**src/rtl/alu_mc_pkg.sv**
```systemverilog
// Shared op codes, FSM states and decode helpers for the multi-cycle ALU.
package alu_mc_pkg;

  typedef enum logic [3:0] {
    OP_AND   = 4'h0, OP_OR    = 4'h1, OP_XOR   = 4'h2, OP_NOR   = 4'h3,
    OP_ADD   = 4'h4, OP_SUB   = 4'h5, OP_SLTU  = 4'h6, OP_SLL   = 4'h7,
    OP_SRL   = 4'h8, OP_SRA   = 4'h9, OP_SLT   = 4'hA, OP_MULLO = 4'hB,
    OP_MULHU = 4'hC, OP_DIVU  = 4'hD, OP_REMU  = 4'hE, OP_RSVD  = 4'hF
  } alu_op_e;

  typedef enum logic [1:0] {ST_IDLE, ST_ITER, ST_FIN} alu_state_e;

  // Anything not explicitly iterative (including undefined codes) takes the single-cycle path.
  function automatic logic is_iter_op(input logic [3:0] op);
    case (op)
      OP_MULLO, OP_MULHU, OP_DIVU, OP_REMU: return 1'b1;
      default:                              return 1'b0;
    endcase
  endfunction

  function automatic logic is_div_op(input logic [3:0] op);
    case (op)
      OP_DIVU, OP_REMU: return 1'b1;
      default:          return 1'b0;
    endcase
  endfunction

endpackage

```
**src/rtl/alu_muldiv_iter.sv**
```systemverilog
// Iterative unsigned multiply (shift-add) / divide (restoring) datapath, one step per cycle.
module alu_muldiv_iter
  import alu_mc_pkg::*;
#(
  parameter int WIDTH = 32,
  parameter int SHW   = 5
) (
  input  logic             clk,
  input  logic             rst_n,
  input  logic             load,
  input  logic             step,
  input  logic             is_div,
  input  logic [WIDTH-1:0] a,
  input  logic [WIDTH-1:0] b,
  output logic [SHW-1:0]   cnt,
  output logic [WIDTH-1:0] nxt_hi,
  output logic [WIDTH-1:0] nxt_lo
);

  // hi/lo: product accumulator for mul, remainder/quotient shifters for div.
  logic [WIDTH-1:0] hi_q, lo_q, mc_q, rdiff;
  logic [WIDTH:0]   msum, rsh;
  logic             div_q, ge;
  logic [SHW-1:0]   cnt_q;

  assign cnt = cnt_q;

  // nxt_* are the values after the step taken this cycle, so the caller can
  // capture the final result on the same edge as the last step.
  always_comb begin
    msum  = {1'b0, hi_q} + (lo_q[0] ? {1'b0, mc_q} : '0);
    rsh   = {hi_q, lo_q[WIDTH-1]};
    ge    = rsh >= {1'b0, mc_q};
    rdiff = rsh[WIDTH-1:0] - mc_q;
    if (div_q) begin
      nxt_hi = ge ? rdiff : rsh[WIDTH-1:0];
      nxt_lo = {lo_q[WIDTH-2:0], ge};
    end else begin
      nxt_hi = msum[WIDTH:1];
      nxt_lo = {msum[0], lo_q[WIDTH-1:1]};
    end
  end

  always_ff @(posedge clk or negedge rst_n) begin
    if (!rst_n) begin
      hi_q  <= '0;
      lo_q  <= '0;
      mc_q  <= '0;
      div_q <= 1'b0;
      cnt_q <= '0;
    end else if (load) begin
      hi_q  <= '0;
      lo_q  <= is_div ? a : b;
      mc_q  <= is_div ? b : a;
      div_q <= is_div;
      cnt_q <= '0;
    end else if (step) begin
      hi_q  <= nxt_hi;
      lo_q  <= nxt_lo;
      cnt_q <= cnt_q + 1'b1;
    end
  end

endmodule

```
**src/rtl/alu_mc.sv**
```systemverilog
// Multi-cycle ALU: start/busy/done handshake, registered result and flags.
module alu_mc
  import alu_mc_pkg::*;
#(
  parameter int WIDTH = 32,
  parameter int SHW   = 5
) (
  input  logic             clk,
  input  logic             rst_n,
  input  logic             start,
  input  logic [3:0]       alu_op,
  input  logic [WIDTH-1:0] A,
  input  logic [WIDTH-1:0] B,
  output logic             busy,
  output logic             done,
  output logic [WIDTH-1:0] F,
  output logic             ZF,
  output logic             OF,
  output logic             CF,
  output logic             DZ
);

  localparam int M = WIDTH - 1;

  alu_state_e       state_q, state_d;
  logic             rdy_q, dz_q, accept, iter_start, last_step, sub;
  logic [3:0]       op_q;
  logic [SHW-1:0]   cnt, sh;
  logic [WIDTH-1:0] nxt_hi, nxt_lo, iter_res, res, b_in;
  logic [WIDTH:0]   add_s;
  logic             sc_of, sc_cf;

  // rdy_q blocks a start coinciding with the first edge after reset release.
  assign accept     = (state_q == ST_IDLE) && start && rdy_q;
  assign iter_start = accept && is_iter_op(alu_op);
  assign last_step  = (state_q == ST_ITER) && (cnt == SHW'(WIDTH-1));
  assign busy       = (state_q != ST_IDLE);
  assign done       = (state_q == ST_FIN);

  always_ff @(posedge clk or negedge rst_n) begin
    if (!rst_n) state_q <= ST_IDLE;
    else        state_q <= state_d;
  end

  always_comb begin
    state_d = state_q;
    case (state_q)
      ST_IDLE: if (accept) state_d = is_iter_op(alu_op) ? ST_ITER : ST_FIN;
      ST_ITER: if (last_step) state_d = ST_FIN;
      ST_FIN:  state_d = ST_IDLE;
      default: state_d = ST_IDLE;
    endcase
  end

  // Shared WIDTH+1 adder: SUB feeds ~B with carry-in 1.
  assign sub   = (alu_op == OP_SUB);
  assign b_in  = sub ? ~B : B;
  assign add_s = {1'b0, A} + {1'b0, b_in} + {{WIDTH{1'b0}}, sub};
  assign sh    = A[SHW-1:0];

  always_comb begin
    res   = '0;
    sc_of = 1'b0;
    sc_cf = 1'b0;
    case (alu_op)
      OP_AND:  res = A & B;
      OP_OR:   res = A | B;
      OP_XOR:  res = A ^ B;
      OP_NOR:  res = ~(A | B);
      OP_ADD, OP_SUB: begin
        res   = add_s[M:0];
        sc_of = A[M] ^ b_in[M] ^ add_s[M] ^ add_s[WIDTH];
        sc_cf = sub ? ~add_s[WIDTH] : add_s[WIDTH];
      end
      OP_SLTU: res = {{M{1'b0}}, A < B};
      OP_SLL:  res = B << sh;
      OP_SRL:  res = B >> sh;
      OP_SRA:  res = $signed(B) >>> sh;
      OP_SLT:  res = {{M{1'b0}}, $signed(A) < $signed(B)};
      default: res = '0;
    endcase
  end

  assign iter_res = (op_q == OP_MULLO || op_q == OP_DIVU) ? nxt_lo : nxt_hi;

  always_ff @(posedge clk or negedge rst_n) begin
    if (!rst_n) begin
      rdy_q <= 1'b0;
      op_q  <= '0;
      dz_q  <= 1'b0;
      F     <= '0;
      ZF    <= 1'b1;
      OF    <= 1'b0;
      CF    <= 1'b0;
      DZ    <= 1'b0;
    end else begin
      rdy_q <= 1'b1;
      if (iter_start) begin
        op_q <= alu_op;
        dz_q <= is_div_op(alu_op) && (B == '0);
      end
      if (accept && !is_iter_op(alu_op)) begin
        F  <= res;
        ZF <= (res == '0);
        OF <= sc_of;
        CF <= sc_cf;
        DZ <= 1'b0;
      end else if (last_step) begin
        F  <= iter_res;
        ZF <= (iter_res == '0);
        OF <= 1'b0;
        CF <= 1'b0;
        DZ <= dz_q;
      end
    end
  end

  alu_muldiv_iter #(.WIDTH(WIDTH), .SHW(SHW)) u_iter (
    .clk    (clk),
    .rst_n  (rst_n),
    .load   (iter_start),
    .step   (state_q == ST_ITER),
    .is_div (is_div_op(alu_op)),
    .a      (A),
    .b      (B),
    .cnt    (cnt),
    .nxt_hi (nxt_hi),
    .nxt_lo (nxt_lo)
  );

endmodule

```
**config.mk**
```make
export PLATFORM = sky130hd
export DESIGN_NAME = alu_mc
export DESIGN_NICKNAME = d
export VERILOG_FILES = /design/src/rtl/alu_mc_pkg.sv /design/src/rtl/alu_muldiv_iter.sv /design/src/rtl/alu_mc.sv
export SDC_FILE = /design/constraint.sdc
export NUM_CORES = 1
export LEC_CHECK = 0
export ABC_CLOCK_PERIOD_IN_PS = 4600
export BUFFER_PORTS_ARGS = -buffer_cell sky130_fd_sc_hd__buf_4
export CELL_PAD_IN_SITES_DETAIL_PLACEMENT = 0
export CELL_PAD_IN_SITES_GLOBAL_PLACEMENT = 1
export CORE_MARGIN = 2
export CORE_UTILIZATION = 48
export CTS_CLUSTER_SIZE = 16
export DETAILED_ROUTE_END_ITERATION = 7
export PLACE_DENSITY = 0.84
export SLEW_MARGIN = 10
export SYNTH_ARGS = -nofsm -noshare
export SYNTH_HDL_FRONTEND = slang
export SYNTH_SLANG_ARGS = --single-unit
```
**constraint.sdc**
```tcl
create_clock -name clk -period 4.6 [get_ports clk]
set_input_delay 0.23 -clock clk [delete_from_list [all_inputs] [get_ports clk]]
set_output_delay 0.23 -clock clk [all_outputs]
set_load 0.03 [all_outputs]
```
# Word-level counts from Yosys, hierarchy flattened
# Index checks and enable logic that the tools add are counted.
[word_totals]
reg_bits = 146
inputBits = 71
output_inout_bits = 38
word_cells = 111
[classes]
n_addsub = 5
n_lt_le_gt_ge = 3
n_eq_ne = 21
shifts = 3
mux = 36
bitwise = 9
n_reduce_logical = 20
[op_table]
columns = ["cell", "count"]
rows = [
  ["32-bit two-way mux", 14],
  ["32-bit one-hot mux with 10 select lines", 1],
  ["32-bit zero test", 3],
  ["32-bit less-than comparator", 2],
  ["32-bit inverter", 2],
  ["4-bit == test, second input constant", 9],
  ["32-bit by 32-bit adder with 33-bit output", 1],
  ["32-bit by 33-bit adder with 33-bit output", 1],
  ["33-bit by 1-bit adder with 33-bit output", 1],
  ["33-bit by 32-bit greater-or-equal comparator with 1-bit output", 1],
  ["32-bit bitwise AND", 1],
  ["32-bit OR", 1],
  ["32-bit by 5-bit left shift with 32-bit output", 1],
  ["32-bit by 5-bit >> shifter with 32-bit output", 1],
  ["32-bit by 5-bit >>> shifter with 32-bit output", 1],
  ["32-bit subtractor", 1],
  ["32-bit XOR", 1],
  ["4-bit by 3-bit == test with 1-bit output, second input constant", 4],
  ["1-bit two-way mux", 15],
  ["5-bit two-way mux", 2],
  ["4-bit by 2-bit == test with 1-bit output, second input constant", 2],
  ["1-bit logical AND", 6],
  ["2-bit two-way mux", 3],
  ["2-bit nonzero test", 3],
  ["other kinds (16)", 20],
]

# Depth between registers and ports, before layout
# Gate-level depths: netlist (run 1).
[logic_depth]
word_depth = 8
mapped_depth = 20
ltp_nobuf = 16

# Modules after synthesis
# From an unflattened synthesis (run 1), not the netlist that was laid out.
[unflattened]
cells_unflattened = 2807
area_unflattened_um2 = 22069.9
[by_module_without_submodules]
columns = ["module", "instances", "cells_per_inst", "area_per_inst_um2", "seq_area_each_um2"]
rows = [
  ["alu_mc", 1, 1646, 12509.5, 1102.3],
  ["alu_muldiv_iter", 1, 1161, 9560.4, 2552.4],
]

# Worst setup path before layout (run 1)
# OpenSTA, ideal clock, no wires.
[synth_path]
path_type = "input -> register"
from = "in A[0]"
to = "reg ZF"
setup_time_ps = 62
arrival_time_ps = 4164
required_time_ps = 4538
setup_slack_ps = 374
cell_stages = 20
n_path_buf = 6
path_cell_list = "buf_6 > buf_12 > buf_2 > buf_2 > buf_2 > buf_2 > mux2i_1 > fa_1 > nand3b_1 > a21oi_1 > o211ai_1 > a32oi_1 > a31oi_1 > xnor2_1 > a221oi_1 > and4bb_2 > nand4_1 > nor4_1 > nand4_1 > nand2_1"
[synth_between]
elab_chain_len = 5
elab_cells_between_ends = 14
cone_classes = "add/sub: 2; order compare: 2; shift: 3; mux: 2; bitwise: 4; reduce/logical: 1"
[synth_rtl]
columns = ["element", "line", "text"]
rows = [
  ["from (decl)", "alu_mc.sv:12", "input logic [WIDTH-1:0] A,"],
  ["32-bit by 32-bit adder with 33-bit output or 32-bit OR (tied branches)", "alu_mc.sv:58, alu_mc.sv:67, alu_mc.sv:69", ""],
  ["33-bit by 1-bit adder with 33-bit output or 32-bit inverter (tied branches)", "alu_mc.sv:58, alu_mc.sv:69", ""],
  ["32-bit one-hot mux with 10 select lines (*)", "alu_mc.sv:65", "case (alu_op)"],
  ["32-bit zero test (*)", "alu_mc.sv:104", "ZF <= (res == '0);"],
  ["1-bit two-way mux (*)", "alu_mc.sv:102", "if (accept && !is_iter_op(alu_op)) begin"],
  ["to (signal assigned)", "alu_mc.sv:104", ""],
  ["to (signal assigned)", "alu_mc.sv:110", "ZF <= (iter_res == '0);"],
  ["to (decl)", "alu_mc.sv:17", "output logic ZF,"],
]
# Mark *: on every way between the ends. The rest lies on a longest branch, timed or not.
# A chain may end at the register's enable or synchronous reset.

# Worst setup path in the final report (run 1)
[layout_path]
from = "reg u_iter.lo_q[31]"
to = "reg ZF"
[layout_between]
elab_chain_len = 7
elab_cells_between_ends = 9
cone_classes = "add/sub: 1; order compare: 1; mux: 6; reduce/logical: 1"
[layout_rtl]
columns = ["element", "line", "text"]
rows = [
  ["from (decl)", "alu_muldiv_iter.sv:21", "logic [WIDTH-1:0] hi_q, lo_q, mc_q, rdiff;"],
  ["from (signal assigned)", "alu_muldiv_iter.sv:53", "lo_q <= is_div ? a : b;"],
  ["from (signal assigned)", "alu_muldiv_iter.sv:59", "lo_q <= nxt_lo;"],
  ["32-bit subtractor or 33-bit by 32-bit greater-or-equal comparator with 1-bit output (tied branches)", "alu_muldiv_iter.sv:34, alu_muldiv_iter.sv:33", ""],
  ["32-bit two-way mux", "alu_muldiv_iter.sv:36", "nxt_hi = ge ? rdiff : rsh[WIDTH-1:0];"],
  ["32-bit two-way mux", "alu_muldiv_iter.sv:35", "if (div_q) begin"],
  ["32-bit two-way mux (*)", "alu_mc.sv:84", "assign iter_res = (op_q == OP_MULLO || op_q == OP_DIVU) ? nxt_lo : nxt_hi;"],
  ["32-bit zero test (*)", "alu_mc.sv:110", ""],
  ["1-bit two-way mux (*)", "alu_mc.sv:108", "end else if (last_step) begin"],
  ["1-bit two-way mux (*)", "alu_mc.sv:102", ""],
]
# Mark *: on every way between the ends. The rest lies on a longest branch, timed or not. The select of a mux whose other input is x is not followed.

==> summary.txt, run 1 <==
Die
  • Boundary Pins: 109
  • Rows: 77
  • Die height: 216 µm
  • Overall die width: 216 µm
  • Die area: 46600 µm²
  • Initial Utilization: 48.7%
  • Placeable Area: 44200 µm²

Global route
  • Largest net degree at the start of global routing: 72
  • First-pass GRT wire length: 141000 µm
  • GRT Util Overall: 39.9%
  • Grt total ovfl: 0
  • Vias in the first global route: 22000
  • Initial antenna violation count: 0

Clocking
  • TritonCTS clock tree: yes
  • Htree depth: 4
  • Worst-Skew Late Latency: 0.45 ns
  • CTS Buf Count: 17
  • Clk pin slew, worst setup/hold paths: 0.07 ns
  • Setup Fix Bufs, Post-CTS: 0
  • CTS root buf: clkbuf_16
  • CTS max path bufs: 2
  • CTS sink count: 146

Critical path
  • R2r setup slk: 0.21 ns
  • Critical Path Fanout Max: 4
  • WS Path Type: flip-flop to flip-flop
  • R2R cell count: 16
  • CP Cell Sequence: inv_1, ha_1, inv_1, fa_1, a21o_1, a221o_1, a31oi_1, o221ai_1, a2111oi_0, or3_1, mux2_2, o211ai_1, a31o_2, a2111oi_2, a41oi_1, nand2_1
  • R2R Path End: ZF$_DFFE_PN1P_
  • Critical path startpoint category: flip-flop
  • Reg-to-reg startpoint: u_iter.lo_q[31]$_DFFE_PN0P_
  • Crit path DAT: 4.76 ns
  • Crit-path most repeated cell: inv_1
  • Worst Path Required: 4.98 ns
  • Critical path's slowest cell: a2111oi_0
  • CP Capture Type: flip-flop
  • Critical Path Max Stage Delay: 0.45 ns

Timing
  • Worst slew margin: 24.7%
  • Max Fclk: 228 MHz
  • Pins over their slew limit: 0
  • Sum of negative setup slack: 0 ns
  • Period Utilization, post-route: 95.3%
  • Fin Clk Skew: 0.0117 ns
  • Worst Tran Pin Value: 1.12 ns
  • Fin. Hold Viols: 0
  • Final min period: 4.39 ns
  • Setup violators final: 0

Cells and area
  • Fin util: 54.8%
  • Layout Nets: 3124
  • Layout cell share with drive strength beyond 1: 15.7%
  • Antenna cell count: 0
  • Area growth syn-to-layout: 12.6%

Placed design
  • DP Wirelength: 74000 µm
  • Routability cong.: 1.01
  • # port buffers: 108

Run
  • Max-Cap Viols: 0

Hold path
  • HP Class: input pin to flip-flop
  • Worst Hold Depth: 3
  • Beginning of the worst hold path: A[6]
  • Hold endpoint: u_iter.lo_q[6]$_DFFE_PN0P_

Route
  • Vias per cell: 6.67
  • DR DRC count: 0
  • Routed vias: 23000
  • DR iter-0 viols: 2393
  • Detail Route Antenna Nets: 0
  • DRT Pass-1 Iters: 6
  • Routed length per instance: 27.4 µm
  • DRT Wirelength: 94800 µm

Power
  • Pleak: 10.8 nW
  • VDD IR-drop max: 0.334 mV
  • Cell area power density: 580 nW/µm²

Yosys
  • Yosys top cell area share: 16.9%
  • Sequential element share of the synthesized area: 17.0%
  • Top_reg_cell synth: dfrtp_1
  • Post-synth ARST share: 100%
  • Syn nets: 3048
  • Top cells by count, synth: 302 x nand2_1, 246 x o21ai_0, 202 x ha_1
  • Distinct cells, synth: 93
  • Dominant cells by area after synthesis: dfrtp_1 17%, ha_1 12%, mux2i_1 6.5%, o21ai_0 5.7%, nand2_1 5.3%
  • Warnings, synthesis: 0
  • Most common cell in the netlist: nand2_1
  • Mean area per synthesized cell: 7.77 µm²
  • Cell accounting for the most synthesized area: dfrtp_1
  • Yosys reg bits: 146
  • EDFF count, synth: 0
  • Synthesized netlist cell count: 2772
  • Synth Cell Area: 21500 µm²

Run status
  • Status: complete, no violations
[state kept, by name, summed over array words and instances, names as in the netlist]
| signal | flops |
|---|---|
| CF | 1 |
| DZ | 1 |
| ZF | 1 |
| state_q | 2 |
| F | 32 |
| u_iter.lo_q | 32 |
| op_q | 4 |
| u_iter.cnt | 5 |
| u_iter.hi_q | 32 |
| dz_q | 1 |
| u_iter.div_q | 1 |
| OF | 1 |
| rdy_q | 1 |
| u_iter.mc_q | 32 |
[metal layers]
layer | vias to the layer above | wire length (µm) | track usage [%]
met1 | 11200 | 38100 | 52.0
met4 | 0 | 5950 | 21.8
met3 | 256 | 7690 | 4.99
met5 | - | 0 | 0
li1 | 10400 | - | -
met2 | 1224 | 43000 | 64.4
[power breakdown]
group / internal (W) / switching (W) / total, W
clock network: 0.000831 / 0.000649 / 0.00148
registers: 0.00182 / 0.000571 / 0.00239
logic: 0.00395 / 0.00624 / 0.0102
[cell type report]
type | count | area, µm²
clock buffer | 18 | 439
clock inverter | 14 | 166
fill | 4249 | 20000
inverter | 145 | 544
multi-input combinational | 2260 | 16500
sequential | 146 | 3660
tap | 592 | 741
timing repair buffer | 278 | 2220
[cells by family (layout without fill, tap and decap cells)]
group	count (synthesis)	after routing	share of synthesized area (%)
and+or+nand+nor	835	835	18.1
muxes	234	234	14.8
other	1	1	0.0174
DFF	146	146	17.0
AOI/OAI and AO/OA	874	874	26.7
xor gates and xnor gates	111	111	4.52
adders and majority gates	205	205	12.0
buffers and inverters	366	455	6.84
[cells in the final DEF, fill, tap and decap left out, drive strengths merged, types with 16 or more instances in the layout]
cell type  netlist  final
nand2          303    303
buf             58    277
o21ai          249    249
ha             202    202
nor2           193    193
a21oi          184    184
inv            143    151
dfrtp          145    145
mux2i          139    139
nand3           95     95
xnor2           82     82
mux4            59     59
a21o            50     50
a211oi          47     47
and2            45     45
o221ai          44     44
o211ai          41     41
nor3            38     38
mux2            36     36
xor2            29     29
nand4           28     28
a31oi           27     27
nand2b          25     25
and3            24     24
o21a            21     21
nor4            19     19
clkbuf         163     18
a31o            16     16
[stage by stage]
step                      cell area (µm²)  setup slack [ns]  power, W  std cells  hold slack [ns]
after floorplan                     21500             0.374   0.00870       2772          -0.0656
after global placement              23600            0.0615    0.0122       3420            0.280
after detailed placement            23600            0.0290    0.0123       3420            0.300
after CTS                           24200            0.0687    0.0138       3453            0.174
after global routing                24200          -0.00703    0.0149       3453            0.229
final                               24200             0.214    0.0141       3453            0.197
[worst max-delay path: cells and delay by family, from the launching register on]
family,cells,cell delay [ns]
and+or+nand+nor,2,0.34
adders and majority gates,2,0.56
buffers and inverters,2,0.11
muxes,1,0.35
AOI/OAI and AO/OA,9,2.57
DFF,1,0.38
[how the worst max path moves through the flow]
stage | start | end | slack, ns | cells after the start
floorplan | A[0] | ZF$_DFFE_PN1P_ | 0.37 | 20
global placement | u_iter.lo_q[0]$_DFFE_PN0P_ | ZF$_DFFE_PN1P_ | 0.06 | 16
detailed placement | u_iter.lo_q[0]$_DFFE_PN0P_ | ZF$_DFFE_PN1P_ | 0.03 | 16
CTS | u_iter.mc_q[0]$_DFFE_PN0P_ | ZF$_DFFE_PN1P_ | 0.07 | 16
global route | u_iter.lo_q[0]$_DFFE_PN0P_ | ZF$_DFFE_PN1P_ | -0.007 | 16
finish | u_iter.lo_q[31]$_DFFE_PN0P_ | ZF$_DFFE_PN1P_ | 0.21 | 16
[repair_timing]
item,in CTS,in global routing
pin swaps,0,2
resized for setup,1,9
setup endpoints to repair,1,1
endpoints found under the hold margin,68,0
hold buffers,1,0
Note: power is estimated with default switching activity, not from simulation.
==> run 2: changes to the inputs <==
Settings changed: ABC_AREA set to 1, CORE_UTILIZATION 48 to 44, PLACE_DENSITY 0.84 to 0.83.
==> run 2 against run 1 <==
Clock power is essentially flat; clock-buffer cell count up 1; highest routed layer is now met5; hold slack got worse by 0.091 ns; maximum frequency grew 18%; first-iteration DRC count up 45%; setup slack better by 0.65 ns; via count increased by 15%; area after synthesis increased by 2.1%; critical path type unchanged; register-to-register slack gained 0.65 ns; power fell by 4.0%.
==> summary.txt, run 2 <==
Clocking
  • Setup Fix Bufs, Post-CTS: 0 (unchanged)
  • Post-CTS sizing: 0 (-1)
  • CTS max path bufs: 2 (unchanged)
  • CTS Buf Count: 17 (unchanged)
  • TritonCTS clock tree: yes
  • Clk pin slew, worst setup/hold paths: 0.07 ns (about the same)
  • Worst-Skew Late Latency: 0.46 ns (about the same)
  • CTS sink count: 146 (unchanged)
  • Cts hold-fix bufs: 1 (unchanged)
  • CTS root buf: clkbuf_16
  • Htree depth: 4 (unchanged)

Cells and area
  • Area growth syn-to-layout: 8.79%
  • Antenna cell count: 0 (unchanged)
  • Finished Layout Cells: 4532 (+31%)
  • Commonest non-fill, non-tap cell in the layout: nand2_1
  • Fin util: 48.6% (-6.2 points)
  • Final instance area: 23900 µm² (-1.4%)
  • Layout cell share with drive strength beyond 1: 6.51% (-9.2 points)
  • Layout fillers: 5516 (+30%)
  • Layout Nets: 4131 (+32%)
  • Most frequent cells in the layout: 1294 x nand2_1, 482 x inv_1, 426 x nand3_1, 264 x nor2_1, 224 x o21ai_0

Yosys
  • Cell accounting for the most synthesized area: nand2_1
  • Yosys top cell area share: 22.1% (+5.3 points)
  • Sequential element share of the synthesized area: 16.6% (-0.34 points)
  • Distinct cells, synth: 56 (-40%)
  • Dominant cells by area after synthesis: nand2_1 22%, dfrtp_1 17%, ha_1 12%, nand3_1 9.7%, inv_1 8.2%
  • Top_reg_cell synth: dfrtp_1
  • Top cells by count, synth: 1294 x nand2_1, 482 x inv_1, 427 x nand3_1
  • Yosys reg bits: 146 (unchanged)
  • Most common cell in the netlist: nand2_1
  • Mean area per synthesized cell: 5.73 µm² (-26%)
  • Synthesized netlist cell count: 3834 (+38%)
  • Synth Cell Area: 22000 µm² (+2.1%)
  • Syn nets: 4110 (+35%)
  • Warnings, synthesis: 0 (unchanged)
  • EDFF count, synth: 0 (unchanged)
  • Post-synth ARST share: 100% (unchanged)

Die
  • Overall die width: 227 µm (+5.4%)
  • Placeable Area: 49200 µm² (+11%)
  • Initial Utilization: 44.7% (-4.0 points)
  • Die area: 51700 µm² (+11%)
  • Boundary Pins: 109 (unchanged)
  • Rows: 81 (+5.2%)
  • Die height: 227 µm (+5.4%)

Global route
  • Initial antenna violation count: 4 (+4)
  • GRT Util Overall: 40.7% (+0.81 points)
  • First-pass GRT wire length: 155000 µm (+10%)
  • Vias in the first global route: 24300 (+11%)
  • Grt total ovfl: 0 (unchanged)
  • Largest net degree at the start of global routing: 71 (-1.4%)

Power
  • VDD IR-drop max: 0.341 mV (+2.1%)
  • Total Power: 0.0135 W (-4.0%)
  • Cell area power density: 565 nW/µm² (-2.7%)
  • Pleak: 13.0 nW (+21%)

Hold path
  • HP Class: input pin to flip-flop

Timing
  • Sum of negative setup slack: 0 ns (unchanged)
  • Period Utilization, post-route: 81.1% (-14 points)
  • Worst Tran Pin Value: 0.993 ns (-0.125 ns)
  • Fin. Hold Viols: 0 (unchanged)
  • Unrepaired setup endpoints after global routing: no
  • Worst slew margin: 33.8% (+9.0 points)
  • Pins over their slew limit: 0 (unchanged)
  • Fin Clk Skew: 0.0114 ns (-0.000281 ns)
  • Final min period: 3.73 ns (-0.655 ns)
  • Setup violators final: 0 (unchanged)
  • Max Fclk: 268 MHz (+18%)

Critical path
  • CP top delay family: simple AND/OR/NAND/NOR gates
  • R2R cell count: 23 (+7)
  • Worst Path Required: 4.99 ns (about the same)
  • CP Cell Sequence: nand2_1, inv_1, ha_1, fa_1, nand2_1, inv_1, nand2_1, nand2_1, nand2_1, nand2_1, nand2_1, nand2_1, nand2_1, nand4_1, nand3_1, nand4_1, nand2_1, nand2_1, inv_1, nand2_1, nor2_1, nand3_1, a21oi_1
  • Setup crit end: ZF$_DFFE_PN1P_
  • Crit path DAT: 4.12 ns (-0.64 ns)
  • Crit-path most repeated cell: nand2_1
  • R2r setup slk: 0.87 ns (+0.65 ns)
  • Worst path depth: 23 (+7)
  • R2R Path End: ZF$_DFFE_PN1P_
  • Worst setup path start: u_iter.lo_q[0]$_DFFE_PN0P_
  • Crit path buffers/inverters: 3 (+1)
  • Critical Path Max Stage Delay: 0.57 ns (+0.12 ns)
  • CP Capture Type: flip-flop
  • Critical Path Fanout Max: 14 (+10)
  • Reg-to-reg startpoint: u_iter.lo_q[0]$_DFFE_PN0P_
  • Critical path's slowest cell: dfrtp_1
  • Critical path startpoint category: flip-flop
  • WS Path Type: flip-flop to flip-flop

Run status
  • Status: complete, no violations

Placed design
  • Placed Cells: 4499 (+32%)
  • Routability cong.: 1.04 (+3.0%)
  • DP Wirelength: 85300 µm (+15%)
  • # port buffers: 108 (unchanged)
  • Placed cell area: 23300 µm² (-1.3%)

Route
  • Vias per cell: 5.84 (-12%)
  • DR DRC count: 0 (unchanged)
  • DR iter-0 viols: 3465 (+45%)
  • DRT Pass-1 Iters: 6 (unchanged)
  • DRT Wirelength: 106000 µm (+12%)
  • Routed length per instance: 23.3 µm (-15%)
  • Detail Route Antenna Nets: 0 (unchanged)
  • Routed vias: 26500 (+15%)

Run
  • Max-Cap Viols: 0 (unchanged)
[run 2: worst min path at each step]
stage              start                   endpoint  slack, ns  depth (start not counted)
2_1_floorplan      rst_n             CF$_DFFE_PN0P_      -0.07                          0
3_5_place_dp       rst_n  u_iter.cnt[1]$_DFFE_PN0P_       0.24                          1
4_1_cts        alu_op[1]        op_q[1]$_DFFE_PN0P_        0.1                          3
3_3_place_gp       rst_n  u_iter.cnt[1]$_DFFE_PN0P_       0.25                          1
5_1_grt        alu_op[1]        op_q[1]$_DFFE_PN0P_       0.12                          3
6_report       alu_op[2]        op_q[2]$_DFFE_PN0P_       0.11                          3
[run 2: kinds of logic (layout without fill, tap and decap cells)]
| kind of cell | count (synthesis) | count (layout) | synth area share, % |
|---|---|---|---|
| flops | 146 | 146 | 16.6 |
| fa+ha+maj | 205 | 205 | 11.8 |
| simple gates | 2168 | 2168 | 41.7 |
| compound gates | 614 | 614 | 16.2 |
| xor+xnor | 53 | 53 | 2.11 |
| other cells | 1 | 1 | 0.0171 |
| buf+inv | 647 | 681 | 11.6 |
[run 2: layer usage]
metal	wire [µm]	track usage, %
met1	42500	52.6
met2	44700	62.1
met3	9860	6.61
met4	8710	28.0
met5	40	0
[run 2: final cells by class]
class	instances	area (µm²)	share of cell area [%]
multi-input cells	3041	15800	66.1
clock inverters	13	151	0.633
repair buffers	155	1170	4.89
well taps	664	831	3.48
flip-flops and latches	146	3660	15.3
clock buffers	19	443	1.85
inverters	494	1850	7.76
[run 2: stage by stage]
stage | worst slack [ns] | hold WS [ns]
floorplan | 1.68 | -0.0656
global placement | 0.500 | 0.248
detailed placement | 0.591 | 0.244
CTS | 0.975 | 0.0992
global route | 0.554 | 0.121
finish | 0.869 | 0.105
[run 2: worst min-delay path, stage by stage]
cell     delay, ns
buf_4         0.10
inv_1         0.06
o21ai_0       0.14
[run 2: power breakdown]
group          switching, W  internal, W  total (W)
Clock              0.000634     0.000822    0.00146
Combinational       0.00672      0.00294    0.00965
Sequential         0.000565      0.00182    0.00239
Total               0.00791      0.00558     0.0135
